===== src/rtl/bp_update_scheduler_if.sv =====
// rtl/bp_update_scheduler_if.sv - branch-predictor update scheduler bus interface
//
// Purpose : bundles the resolving-branch enqueue side and the BTB/PHT write
//           side of bp_update_scheduler.
// Signals : upd_valid/upd_pc/upd_target/upd_taken/upd_ready - per-source enqueue
//           flush                                           - discard queued updates
//           wr_valid/wr_clear/wr_index/wr_pc/wr_target/
//           wr_taken/wr_ready                               - BTB write request
//           count                                           - queued entries
// Modports: slave (scheduler side), master (producer/BTB side)
interface bp_update_scheduler_if #(
   parameter int NUM_SRC  = 2,
   parameter int DEPTH    = 8,
   parameter int BTB_SETS = 64
);
   localparam int IDXW = $clog2(BTB_SETS);
   localparam int CW   = $clog2(DEPTH + 1);

   logic [NUM_SRC-1:0]         upd_valid;
   logic [NUM_SRC-1:0][31:0]   upd_pc;
   logic [NUM_SRC-1:0][31:0]   upd_target;
   logic [NUM_SRC-1:0]         upd_taken;
   logic                       upd_ready;
   logic                       flush;
   logic                       wr_valid;
   logic                       wr_clear;
   logic [IDXW-1:0]            wr_index;
   logic [31:0]                wr_pc;
   logic [31:0]                wr_target;
   logic                       wr_taken;
   logic                       wr_ready;
   logic [CW-1:0]              count;

   modport slave (
      input  upd_valid, upd_pc, upd_target, upd_taken, flush, wr_ready,
      output upd_ready, wr_valid, wr_clear, wr_index, wr_pc, wr_target, wr_taken, count
   );

   modport master (
      output upd_valid, upd_pc, upd_target, upd_taken, flush, wr_ready,
      input  upd_ready, wr_valid, wr_clear, wr_index, wr_pc, wr_target, wr_taken, count
   );
endinterface


===== src/rtl/bp_update_scheduler.sv =====
// rtl/bp_update_scheduler.sv - queues resolved branches and schedules BTB/PHT writes
//
// Purpose : after reset, sweeps every BTB set with clear writes; afterwards
//           accepts up to NUM_SRC resolved branches per cycle into a DEPTH-entry
//           circular queue and writes them to the BTB in order.
// Ports   : clock - single clock, all state changes on posedge
//           reset - asynchronous, active-high
//           bus   - bp_update_scheduler_if.slave (enqueue side, write side, count)
// Config  : define BP_UPD_COALESCE_EN to merge an update whose PC matches the
//           current tail entry into that entry instead of allocating a new one.
module bp_update_scheduler #(
   parameter int NUM_SRC  = 2,
   parameter int DEPTH    = 8,
   parameter int BTB_SETS = 64
) (
   input  logic                    clock,
   input  logic                    reset,
   bp_update_scheduler_if.slave    bus
);
   localparam int IDXW = $clog2(BTB_SETS);
   localparam int PW   = (DEPTH > 1) ? $clog2(DEPTH) : 1;
   localparam int CW   = $clog2(DEPTH + 1);
   localparam logic [IDXW-1:0] LAST_SET = IDXW'(BTB_SETS - 1);

   typedef enum logic [1:0] {S_INIT, S_IDLE, S_DRAIN} state_t;

   state_t            r_state;
   state_t            w_next_state;

   logic [IDXW-1:0]   r_sweep;
   logic [PW-1:0]     r_head;
   logic [PW-1:0]     r_tail;
   logic [CW-1:0]     r_count;

   logic [31:0]       r_q_pc  [DEPTH];
   logic [31:0]       r_q_tgt [DEPTH];
   logic              r_q_tkn [DEPTH];

   logic              w_room;
   logic              w_upd_ready;
   logic              w_flush;
   logic              w_deq;
   logic [CW-1:0]     w_n_alloc;
   logic [CW-1:0]     w_cnt_next;
   logic              w_wr   [NUM_SRC];
   logic [PW-1:0]     w_slot [NUM_SRC];

`ifdef BP_UPD_COALESCE_EN
   logic              w_last_ok;
   logic [31:0]       w_last_pc;
   logic [PW-1:0]     w_last_slot;
   logic [PW-1:0]     w_tail_m1;
`endif

   // Readiness ignores any same-cycle dequeue so it depends only on registered state.
   assign w_room      = (DEPTH - int'(r_count)) >= NUM_SRC;
   assign w_upd_ready = !reset && (r_state != S_INIT) && w_room;
   assign w_flush     = bus.flush && (r_state != S_INIT);
   assign w_deq       = (r_state == S_DRAIN) && bus.wr_ready;

   // Slot assignment: accepted sources allocate contiguously at the tail in
   // source order; with coalescing, a PC match against the youngest entry
   // (existing tail or one allocated earlier this cycle) rewrites that slot.
   always_comb begin
      w_n_alloc = '0;
`ifdef BP_UPD_COALESCE_EN
      w_tail_m1   = PW'(r_tail - PW'(1));
      // The tail entry may not be merged into while it is the head being written.
      w_last_ok   = (r_count != '0) && !((r_count == CW'(1)) && w_deq);
      w_last_pc   = r_q_pc[w_tail_m1];
      w_last_slot = w_tail_m1;
`endif
      for (int s = 0; s < NUM_SRC; s++) begin
         w_wr[s]   = 1'b0;
         w_slot[s] = '0;
         if (bus.upd_valid[s] && w_upd_ready && !w_flush) begin
            w_wr[s] = 1'b1;
`ifdef BP_UPD_COALESCE_EN
            if (w_last_ok && (bus.upd_pc[s] == w_last_pc)) begin
               w_slot[s] = w_last_slot;
            end else begin
               w_slot[s]   = PW'(r_tail + w_n_alloc[PW-1:0]);
               w_n_alloc   = w_n_alloc + CW'(1);
               w_last_ok   = 1'b1;
               w_last_pc   = bus.upd_pc[s];
               w_last_slot = w_slot[s];
            end
`else
            w_slot[s] = PW'(r_tail + w_n_alloc[PW-1:0]);
            w_n_alloc = w_n_alloc + CW'(1);
`endif
         end
      end
   end

   assign w_cnt_next = r_count + w_n_alloc - CW'(w_deq);

   // FSM state register
   always_ff @(posedge clock or posedge reset) begin
      if (reset) begin
         r_state <= S_INIT;
      end else begin
         r_state <= w_next_state;
      end
   end

   // FSM next-state logic
   always_comb begin
      w_next_state = r_state;
      case (r_state)
         S_INIT: begin
            if (bus.wr_ready && (r_sweep == LAST_SET)) begin
               w_next_state = S_IDLE;
            end
         end
         S_IDLE: begin
            if (w_flush) begin
               w_next_state = S_IDLE;
            end else if (w_n_alloc != '0) begin
               w_next_state = S_DRAIN;
            end
         end
         S_DRAIN: begin
            if (w_flush || (w_cnt_next == '0)) begin
               w_next_state = S_IDLE;
            end
         end
         default: w_next_state = S_INIT;
      endcase
   end

   // FSM outputs; everything reads zero while reset is held.
   always_comb begin
      bus.wr_valid  = 1'b0;
      bus.wr_clear  = 1'b0;
      bus.wr_index  = '0;
      bus.wr_pc     = '0;
      bus.wr_target = '0;
      bus.wr_taken  = 1'b0;
      bus.upd_ready = w_upd_ready;
      bus.count     = reset ? '0 : r_count;
      if (!reset) begin
         case (r_state)
            S_INIT: begin
               bus.wr_valid = 1'b1;
               bus.wr_clear = 1'b1;
               bus.wr_index = r_sweep;
            end
            S_DRAIN: begin
               bus.wr_valid  = 1'b1;
               bus.wr_pc     = r_q_pc[r_head];
               bus.wr_target = r_q_tgt[r_head];
               bus.wr_taken  = r_q_tkn[r_head];
               bus.wr_index  = r_q_pc[r_head][2 +: IDXW];
            end
            default: ;
         endcase
      end
   end

   // Sweep counter and queue pointers
   always_ff @(posedge clock or posedge reset) begin
      if (reset) begin
         r_sweep <= '0;
         r_head  <= '0;
         r_tail  <= '0;
         r_count <= '0;
      end else begin
         if ((r_state == S_INIT) && bus.wr_ready) begin
            r_sweep <= r_sweep + IDXW'(1);
         end
         if (w_flush) begin
            r_head  <= '0;
            r_tail  <= '0;
            r_count <= '0;
         end else begin
            if (w_deq) begin
               r_head <= r_head + PW'(1);
            end
            r_tail  <= r_tail + w_n_alloc[PW-1:0];
            r_count <= w_cnt_next;
         end
      end
   end

   // Queue storage; later sources win when two writes target one slot.
   always_ff @(posedge clock) begin
      for (int s = 0; s < NUM_SRC; s++) begin
         if (w_wr[s]) begin
            r_q_pc[w_slot[s]]  <= bus.upd_pc[s];
            r_q_tgt[w_slot[s]] <= bus.upd_target[s];
            r_q_tkn[w_slot[s]] <= bus.upd_taken[s];
         end
      end
   end
endmodule


===== src/flat_wrapper.sv =====
// flat-port wrapper written by rule: the top's interface ports become plain ports
module bp_update_scheduler_flat 
#(
   parameter int NUM_SRC  = 2,
   parameter int DEPTH    = 8,
   parameter int BTB_SETS = 64
)
  (clock, reset, bus_upd_valid, bus_upd_pc, bus_upd_target, bus_upd_taken, bus_flush, bus_wr_ready, bus_upd_ready, bus_wr_valid, bus_wr_clear, bus_wr_index, bus_wr_pc, bus_wr_target, bus_wr_taken, bus_count);
  bp_update_scheduler_if #(.NUM_SRC(NUM_SRC), .DEPTH(DEPTH), .BTB_SETS(BTB_SETS)) bus_i ();
  input  logic clock;
  input  logic reset;
  input wire logic [$bits(bus_i.upd_valid)-1:0] bus_upd_valid;
  input wire logic [$bits(bus_i.upd_pc)-1:0] bus_upd_pc;
  input wire logic [$bits(bus_i.upd_target)-1:0] bus_upd_target;
  input wire logic [$bits(bus_i.upd_taken)-1:0] bus_upd_taken;
  input wire logic [$bits(bus_i.flush)-1:0] bus_flush;
  input wire logic [$bits(bus_i.wr_ready)-1:0] bus_wr_ready;
  output wire logic [$bits(bus_i.upd_ready)-1:0] bus_upd_ready;
  output wire logic [$bits(bus_i.wr_valid)-1:0] bus_wr_valid;
  output wire logic [$bits(bus_i.wr_clear)-1:0] bus_wr_clear;
  output wire logic [$bits(bus_i.wr_index)-1:0] bus_wr_index;
  output wire logic [$bits(bus_i.wr_pc)-1:0] bus_wr_pc;
  output wire logic [$bits(bus_i.wr_target)-1:0] bus_wr_target;
  output wire logic [$bits(bus_i.wr_taken)-1:0] bus_wr_taken;
  output wire logic [$bits(bus_i.count)-1:0] bus_count;
  assign bus_i.upd_valid = bus_upd_valid;
  assign bus_i.upd_pc = bus_upd_pc;
  assign bus_i.upd_target = bus_upd_target;
  assign bus_i.upd_taken = bus_upd_taken;
  assign bus_i.flush = bus_flush;
  assign bus_i.wr_ready = bus_wr_ready;
  assign bus_upd_ready = bus_i.upd_ready;
  assign bus_wr_valid = bus_i.wr_valid;
  assign bus_wr_clear = bus_i.wr_clear;
  assign bus_wr_index = bus_i.wr_index;
  assign bus_wr_pc = bus_i.wr_pc;
  assign bus_wr_target = bus_i.wr_target;
  assign bus_wr_taken = bus_i.wr_taken;
  assign bus_count = bus_i.count;
  bp_update_scheduler #(.NUM_SRC(NUM_SRC), .DEPTH(DEPTH), .BTB_SETS(BTB_SETS)) u_core (.clock(clock), .reset(reset), .bus(bus_i));
endmodule

===== config.mk =====
export PLATFORM = sky130hd
export DESIGN_NAME = bp_update_scheduler_flat
export DESIGN_NICKNAME = d
export VERILOG_FILES = /design/src/rtl/bp_update_scheduler_if.sv /design/src/rtl/bp_update_scheduler.sv /design/src/flat_wrapper.sv
export SDC_FILE = /design/constraint.sdc
export NUM_CORES = 1
export LEC_CHECK = 0
export ABC_AREA = 1
export ABC_CLOCK_PERIOD_IN_PS = 5100
export CORE_MARGIN = 1
export CORE_UTILIZATION = 50
export CTS_CLUSTER_DIAMETER = 150
export DETAILED_ROUTE_END_ITERATION = 12
export MAX_ROUTING_LAYER = met4
export PLACE_DENSITY = 0.72
export SLEW_MARGIN = 25
export SYNTH_ARGS = -nofsm -noshare
export SYNTH_HDL_FRONTEND = slang
export SYNTH_SLANG_ARGS = --single-unit

===== constraint.sdc =====
create_clock -name clock -period 5.1 [get_ports clock]
set_input_delay 0.765 -clock clock [delete_from_list [all_inputs] [get_ports clock]]
set_output_delay 0.765 -clock clock [all_outputs]
set_load 0.02 [all_outputs]

-- After elaboration in Yosys (flattened, before gate mapping)
Memory sizes are Yosys's and may differ from the RTL's.
Cells that the tools add are included.
- memory bits (read-only): 0
- memories kept: 3
- memory bits (writable): 520
- bits in latches: 0
- output and inout port bits: 78
- flip-flop bits (word level): 18
- word-level logic and storage cells: 75
- bits of input ports: 136
- memories (name ; depth ; width ; read ports ; clocked after Yosys merged registers in ; write ports ; line ; source):
    u_core.r_q_pc ; 8 ; 32 ; 1 ; 0 ; 2 ; bp_update_scheduler.sv:35 ; logic [31:0] r_q_pc [DEPTH];
    u_core.r_q_tgt ; 8 ; 32 ; 1 ; 0 ; 2 ; bp_update_scheduler.sv:36 ; logic [31:0] r_q_tgt [DEPTH];
    u_core.r_q_tkn ; 8 ; 1 ; 1 ; 0 ; 2 ; bp_update_scheduler.sv:37 ; logic r_q_tkn [DEPTH];
- mux-type cells: 32
- equal/unequal tests: 6
- multipliers: 0
- add/subtract/negate cells: 8
- reductions and logical operators: 20
- bitwise gates (word level): 0
- magnitude comparators: 1
- divide/modulo/power cells: 0
- shifts and indexed selects: 0
- operators by type and width (cell ; count):
    32-bit 2-to-1 mux ; 4
    32-bit by 3-bit >= comparator with 1-bit output (second input constant) ; 1
    3-bit 2-to-1 mux ; 5
    1-bit 2-to-1 mux ; 13
    4-bit 2-to-1 mux ; 3
    6-bit case mux with 2 select lines ; 1
    1-bit logical AND ; 10
    2-bit 2-to-1 mux ; 4
    6-bit by 1-bit adder with 6-bit output (second input constant) ; 1
    6-bit == test (second input constant) ; 1
    6-bit 2-to-1 mux ; 1
    2-bit case mux with 3 select lines ; 1
    4-bit by 4-bit subtractor with 5-bit output (first input constant) ; 1
    4-bit adder ; 1
    4-bit zero test ; 1
    2-bit nonzero test ; 2
    4-bit nonzero test ; 1
    4-bit by 1-bit subtractor with 4-bit output ; 1
    3-bit by 1-bit adder with 3-bit output ; 1
    3-bit by 1-bit adder with 3-bit output (second input constant) ; 1
    3-bit adder ; 1
    3-bit by 1-bit inequality test with 1-bit output (second input constant) ; 1
    3-bit AND reduction ; 1
    1-bit by 1-bit adder with 2-bit output (second input constant) ; 1
    8 further kinds ; 9

-- Logic depth before layout (Yosys ltp)
Gate-level depths: netlist of run 1.
- word-level depth: 14
- mapped depth: 20
- gate-level depth less buffers: 20

-- Worst setup path after synthesis of run 1
OpenSTA, ideal clock, no wires.
- path kind: in2reg
- start: input port reset
- end: memory u_core.r_q_pc[4][0] (enable)
- path buffers: 2
- slack: 16 ps
- setup time: 425 ps
- arrival time: 4659 ps
- stages on the path: 14
- data required time: 4675 ps
- cells stage by stage: inv_1 nand2_1 nor2_4 nand3_1 inv_1 ha_1 ha_1 xor2_1 inv_2 nor2_1 nand3_1 buf_2 buf_2 nand2_1
- RTL lines (what ; line ; source):
    start, declared ; flat_wrapper.sv:11 ; input logic reset;
    end, declared ; bp_update_scheduler.sv:35 ;

-- Worst setup path in the final report of run 1
- start: register u_core.r_state[0]
- end: output port bus_wr_target[0]
- cells in the longest elaborated chain, start to end: 3
- RTL lines (what ; line ; source):
    start, declared ; bp_update_scheduler.sv:27 ; state_t r_state;
    start signal, assigned ; bp_update_scheduler.sv:103 ; r_state <= w_next_state;
    2-bit == test ; bp_update_scheduler.sv:143 ; case (r_state)
    32-bit 2-to-1 mux ; bp_update_scheduler.sv:143 ;
    32-bit 2-to-1 mux ; bp_update_scheduler.sv:142 ; if (!reset) begin
    end, declared ; flat_wrapper.sv:23 ; output wire logic [$bits(bus_i.wr_target)-1:0] bus_wr_target;
Every way passes these cells.

==> results of run 1 <==
==> synth_stat cells <==
library cell     n
nor3_1           2
nand2_1       1070
o211ai_1         7
buf_4            3
nand3_4          1
o2111ai_2        1
o21ai_0        328
clkbuf_2        73
buf_2          162
o31ai_1          1
dfrtp_1         18
xor2_1           7
fa_1             2
a21oi_1          4
a31oi_1         60
edfxtp_1       520
nand4_1          6
clkinv_1         1
inv_1           40
o22ai_1         62
nor2_4           1
xnor2_1          2
nor2_1         426
nand3_1        547
ha_1            15
o221ai_1         3
nor2_2           3
clkbuf_1       158
buf_1           11
a211oi_1         1
inv_2            3
==> where the power goes <==
part / leakage [nW] / switching, mW / total (mW) / internal, mW
clock network: 0.860 / 1.76 / 4.03 / 2.27
registers: 4.91 / 0.100 / 5.27 / 5.17
logic: 7.40 / 2.92 / 4.03 / 1.11
total: 13.2 / 4.78 / 13.3 / 8.55
==> cells by family after synthesis <==
family	share of synthesized area (%)
AO/OA/AOI/OAI	8.632
XOR/XNOR	0.2686
adder cells (fa/ha/maj)	0.7758
buffers and inverters	6.808
flip-flops	54.73
AND/OR/NAND/NOR	28.78
==> flip-flops by register name, indices dropped and copies added, names as in the netlist <==
signal and cells:
u_core.r_q_tgt 256, u_core.r_count 4, u_core.r_head 3, u_core.r_state 2
u_core.r_tail 3, u_core.r_q_tkn 8, u_core.r_sweep 6, u_core.r_q_pc 256
==> per-layer routing <==
| layer | GRT usage, % | vias up | routed length (um) |
|---|---|---|---|
| li1 | - | 11840 | - |
| met1 | 41.40 | 12260 | 36240 |
| met2 | 51.81 | 1663 | 45610 |
| met3 | 6.332 | 218 | 10830 |
| met4 | 11.10 | 0 | 2611 |
| met5 | - | - | 0 |
==> worst max-delay path, cell delays in order, from the launching register on <==
cell and delay (ps):
dfrtp_1 440, nor2_2 320, inv_1 160, nor2_4 100, buf_4 470, buf_4 460, o21ai_0 200, a31oi_1 360
clkdlybuf4s50_1 690
==> per-stage QoR <==
stage	utilization [%]	area, um2	power, mW	hold WS, ps	worst slack [ps]
floorplan	-	29350	7.880	483.3	16.10
global placement	54.61	31570	9.252	519.0	681.1
detailed placement	54.62	31570	9.305	515.9	721.5
CTS	57.66	33330	13.27	520.1	567.8
global route	57.70	33360	13.83	552.9	394.9
finish	57.70	33360	13.33	518.0	511.4
==> final cells by class <==
type	instances	area [um2]
inverter	44	182.7
clock buffer	71	1500
antenna	9	22.52
fill	5006	24450
clock inverter	32	259.0
sequential	538	16070
multi-input combinational	2549	11510
timing repair buffer	277	2854
tap	765	957.2
==> path summary, 6_finish.rpt <==
check | from | endpoint | slack (ps)
worst min register to register | u_core.r_sweep[4]$_DFFE_PP0P_ | u_core.r_sweep[4]$_DFFE_PP0P_ | 520
worst max-delay path | u_core.r_state[0]$_DFFE_PP0P_ | bus_wr_target[0] | 510
max in group asynchronous | reset | u_core.r_head[1]$_DFFE_PP0P_ | 4320
worst min-delay path | u_core.r_sweep[4]$_DFFE_PP0P_ | u_core.r_sweep[4]$_DFFE_PP0P_ | 520
min in group asynchronous | reset | u_core.r_count[3]$_DFF_PP0_ | 540
worst max register to register | u_core.r_count[0]$_DFF_PP0_ | u_core.r_q_pc[2][31]$_DFFE_PP_ | 810
==> impl_results.md, run 1 <==
- # port buffers: around 210
- Synth top area share: a little over half
- Final setup fails: 0
- # nets final: approximately 3,600
- Post-CTS sizing: 0
- Cell accounting for the most synthesized area: edfxtp_1
- Accumulated negative setup slack: 0 ps
- Syn Area/Cell: 8.296 um2
- Yosys reg bits: 538
- Via Count: 25,980
- Setup Skew: a little over 20 ps
- Max cap viols: 0
- Initial Util: around half
- Final period utilization: between 80% and 90%
- CTS tree: done
- Full die area: around 0.06 mm2
- Initial antenna violation count: 9
- FP Rows: 88
- # IOs: 214
- WL per Instance: 22.24 um
- Status: finished clean
- DRT Wirelength: approximately 95 mm
- Synthesized net count: between 3,000 and 4,000
- First-pass GRT wire length: ~150 mm
- Cell Count, Final, Fillers Out: roughly 4,300
- Final Max Tran Viols: 0
- LEAKAGE: ~13 nW
- CTS Hold Bufs: 0
- DRT Pass-1 Iters: 5
- Post-CTS Setup Inserts: 0
- Pwr Density: between 300 and 400 mW/mm2
- Worst EP required: 4340 ps
- Register area share after synthesis: approximately 55%
- Post-detail-place hpwl: 49.93 mm
- Number of library cell types mapped by synthesis: 31
- Hold Path Depth: 1
- Most common cell after layout, fill and taps aside: nand2_1
- Syn Inst Count: approximately 3,500
- Post-Synthesis Cell Area: ~0.029 mm2
- CTS Buffer Depth: 3
- VDD IR max: 0.4745 mV
- Clk slew on worst S/H paths: roughly 60 ps
- Minimum clock period: approximately 4600 ps
- 1st-iter DRT viols: between 3,000 and 4,000
- Final hold violation count: 0
- Via-to-Cell Ratio: 6.063
- Largest net degree at the start of global routing: 150
- Share of cells above drive strength 1: under 10%
- Total grt overflow: 0
- Clk Latency, worst-skew pair: approximately 630 ps
- Die Span Y: between 200 and 250 um
- Hold/Removal Path Class: reg2reg
- Fmax: around 220 MHz
- CTS root buffer: clkbuf_16
- Placed cell count: 4,173
- Routed Antenna Nets: 0
- Most frequent cells in the layout: nand2_1 (1,060), nand3_1 (541), edfxtp_1 (520)
- Drc violations: 0
- Worst Max-Slew Pin Slew: 1118 ps
- CP Capture Type: primary output
- Vias in the first global route: ~25,000
- Crit start category: flip-flop
- Synth area leaders: edfxtp_1 (53%), nand2_1 (14%), nand3_1 (9.3%), o21ai_0 (5.6%), nor2_1 (5.4%)
- Max FO, Critical Path: 33
- GRT Total Usage: 32.47%
- Arrival time of the worst setup path: between 3000 and 4000 ps
- Synthesis-to-layout area growth: 13.64%
- Cts bufs inserted: 57
- RSZ-0062 raised after global routing: false
- Max_slew headroom: between 20% and 30%
- Clock sinks: around 540
- Die width: roughly 240 um
- Core Box Area: around 0.058 mm2
- H-tree Lvls: 2
- Gpl congestion: about 0.86
- YS warnings: 0
- CP Class: reg2out
- Cell count of the worst reg-to-reg path: 16
(Power assumes the default switching activity.)
==> run 2: changes to the inputs <==
Settings changed: CTS_CLUSTER_SIZE from default to 16.
==> run 2 against run 1 <==
Compared with the run above:
- worst hold slack improved by 2.5 ps
- combinational power is essentially flat
- die area did not move
- clock power down 26%
- critical path depth stayed put
- sequential power is essentially flat
- non-clock buffer count is the same
- count of clock-buffer cells in the layout fell by 25
- via count decreased by 0.85%
- setup slack got worse by 10 ps
- fmax fell by 0.22%
- total power fell by 7.8%
- critical endpoint unchanged
- largest power group unchanged
- highest routed layer unchanged
==> impl_results.md, run 2 (synthesis results as in run 1) <==
- Status: finished clean
- DRT Pass-1 Iters: 7
- CTS root buffer: clkbuf_16
- Share of cells above drive strength 1: 4.165%
- Final Max Tran Viols: 0
- LEAKAGE: 12.83 nW
- Net Switching: approximately 4.6 mW
- Via Count: between 20,000 and 30,000
- Gpl congestion: 0.8582
- Clk Latency, worst-skew pair: between 500 and 600 ps
- Max_slew headroom: ~26%
- FP Rows: a little under 90
- Multi-input gate area: ~0.012 mm2
- Setup slack at placement: 721.5 ps
- Clock sinks: 538
- Arrival time of the worst setup path: approximately 3800 ps
- First-pass GRT wire length: between 100 and 150 mm
- Final hold violation count: 0
- Largest net degree at the start of global routing: 150
- Cell area after layout: roughly 0.033 mm2
- CP Class: reg2out
- VDD IR max: 0.4736 mV
- # port buffers: approximately 210
- Fmax: 217.4 MHz
- FF/Latch Area: around 0.016 mm2
- Synthesis-to-layout area growth: 11.25%
- Max FO, Critical Path: 33
- Sw frac: 37.41%
- Initial Util: ~50%
- Cts bufs inserted: 39
- Routed Antenna Nets: 0
- WL per Instance: about 23 um
- RSZ-0062 raised after global routing: false
- # nets final: between 3,000 and 4,000
- Hold/Removal Path Class: reg2reg
- Total grt overflow: 0
- Die Span Y: about 240 um
- Final setup fails: 0
- Die width: about 240 um
- CP Capture Type: primary output
- Worst EP required: about 4300 ps
- Comb pwr share: approximately a third
- Worst setup margin: between 500 and 600 ps
- # IOs: ~210
- CTS Buffer Depth: 3
- P_int: between 7 and 8 mW
- H-tree Lvls: 2
- CTS tree: done
- Post-CTS sizing: 0
- Most frequent cells in the layout: nand2_1 (1,060), nand3_1 (541), edfxtp_1 (520)
- Post-CTS Setup Inserts: 0
- Placed standard-cell area: 0.03157 mm2
- Drc violations: 0
- Initial antenna violation count: 9
- Accumulated negative setup slack: 0 ps
- Via-to-Cell Ratio: a little over 6
- Core Box Area: roughly 0.058 mm2
- Full die area: 0.05968 mm2
- DRT Wirelength: approximately 95 mm
- Max cap viols: 0
- Clock share of power: between 20% and 30%
- CTS Hold Bufs: 0
- Pwr Density: ~380 mW/mm2
- Seq pwr share: a little over two fifths
- Minimum clock period: roughly 4600 ps
- Fill count: between 5,000 and 6,000
- Worst Max-Slew Pin Slew: 1113 ps
- Final Util: 56.49%
- Post-detail-place hpwl: 49.93 mm
- Most common cell after layout, fill and taps aside: nand2_1
- Vias in the first global route: between 20,000 and 25,000
- 1st-iter DRT viols: roughly 3,500
- Final period utilization: between 90% and 100%
- Setup Skew: approximately 19 ps
- Clk slew on worst S/H paths: roughly 80 ps
- GRT Total Usage: roughly 32%
- Crit start category: flip-flop
==> run 2: cell count changes in the layout (fill, tap and decap cells not counted) <==
cell / before / now
bufinv_16: 4 / 0
clkbuf_1: 13 / 6
clkbuf_16: 58 / 40
clkinv_1: 15 / 0
clkinv_2: 10 / 0
clkinvlp_4: 1 / 0
inv_6: 1 / 2
==> run 2: routing by layer <==
layer / wire [um] / vias up / track usage [%]
li1: - / 11760 / -
met1: 35970 / 12120 / 41.40
met2: 46290 / 1693 / 52.23
met3: 10690 / 189 / 5.509
met4: 2479 / 0 / 11.19
met5: 0 / - / -
==> run 2: final timing paths <==
path	from	end	slack [ps]	cells after the start
min in group asynchronous	reset	u_core.r_sweep[0]$_DFFE_PP0P_	560	3
max in group asynchronous	reset	u_core.r_head[1]$_DFFE_PP0P_	4310	3
max	u_core.r_state[0]$_DFFE_PP0P_	bus_wr_target[0]	500	8
max reg2reg	u_core.r_count[0]$_DFF_PP0_	u_core.r_q_pc[6][18]$_DFFE_PP_	820	16
min reg2reg	u_core.r_sweep[4]$_DFFE_PP0P_	u_core.r_sweep[4]$_DFFE_PP0P_	520	1
min	u_core.r_sweep[4]$_DFFE_PP0P_	u_core.r_sweep[4]$_DFFE_PP0P_	520	1
==> run 2: through the flow <==
step	hold slack [ps]	power (mW)	instances
finish	520.4	12.28	4231
CTS	527.3	12.20	4222
floorplan	483.3	7.880	3538
global placement	519.0	9.252	4173
global route	556.7	12.75	4231
detailed placement	515.9	9.305	4173
==> run 2: final cells by class <==
cell class	instances	share of cell area, %
antenna	9	0.06897
clock buffer	46	3.134
clock inverter	3	0.1035
inverter	44	0.5594
multi-input combinational	2549	35.24
sequential	538	49.22
tap	765	2.931
timing repair buffer	277	8.740
==> run 2: critical path, stage by stage (launching register included) <==
cell and delay [ps]:
dfrtp_1 450, nor2_2 330, inv_1 160, nor2_4 100
buf_4 470, buf_4 450, o21ai_0 200, a31oi_1 370
clkdlybuf4s50_1 690
==> run 2: power by group through the flow <==
| stage | Combinational [mW] | Clock [mW] | Sequential (mW) |
|---|---|---|---|
| floorplan | 2.54 | 0 | 5.34 |
| global placement | 3.90 | 0 | 5.35 |
| detailed placement | 3.95 | 0 | 5.36 |
| CTS | 3.96 | 2.98 | 5.26 |
| global route | 4.33 | 3.14 | 5.28 |
| finish | 4.03 | 3.00 | 5.26 |
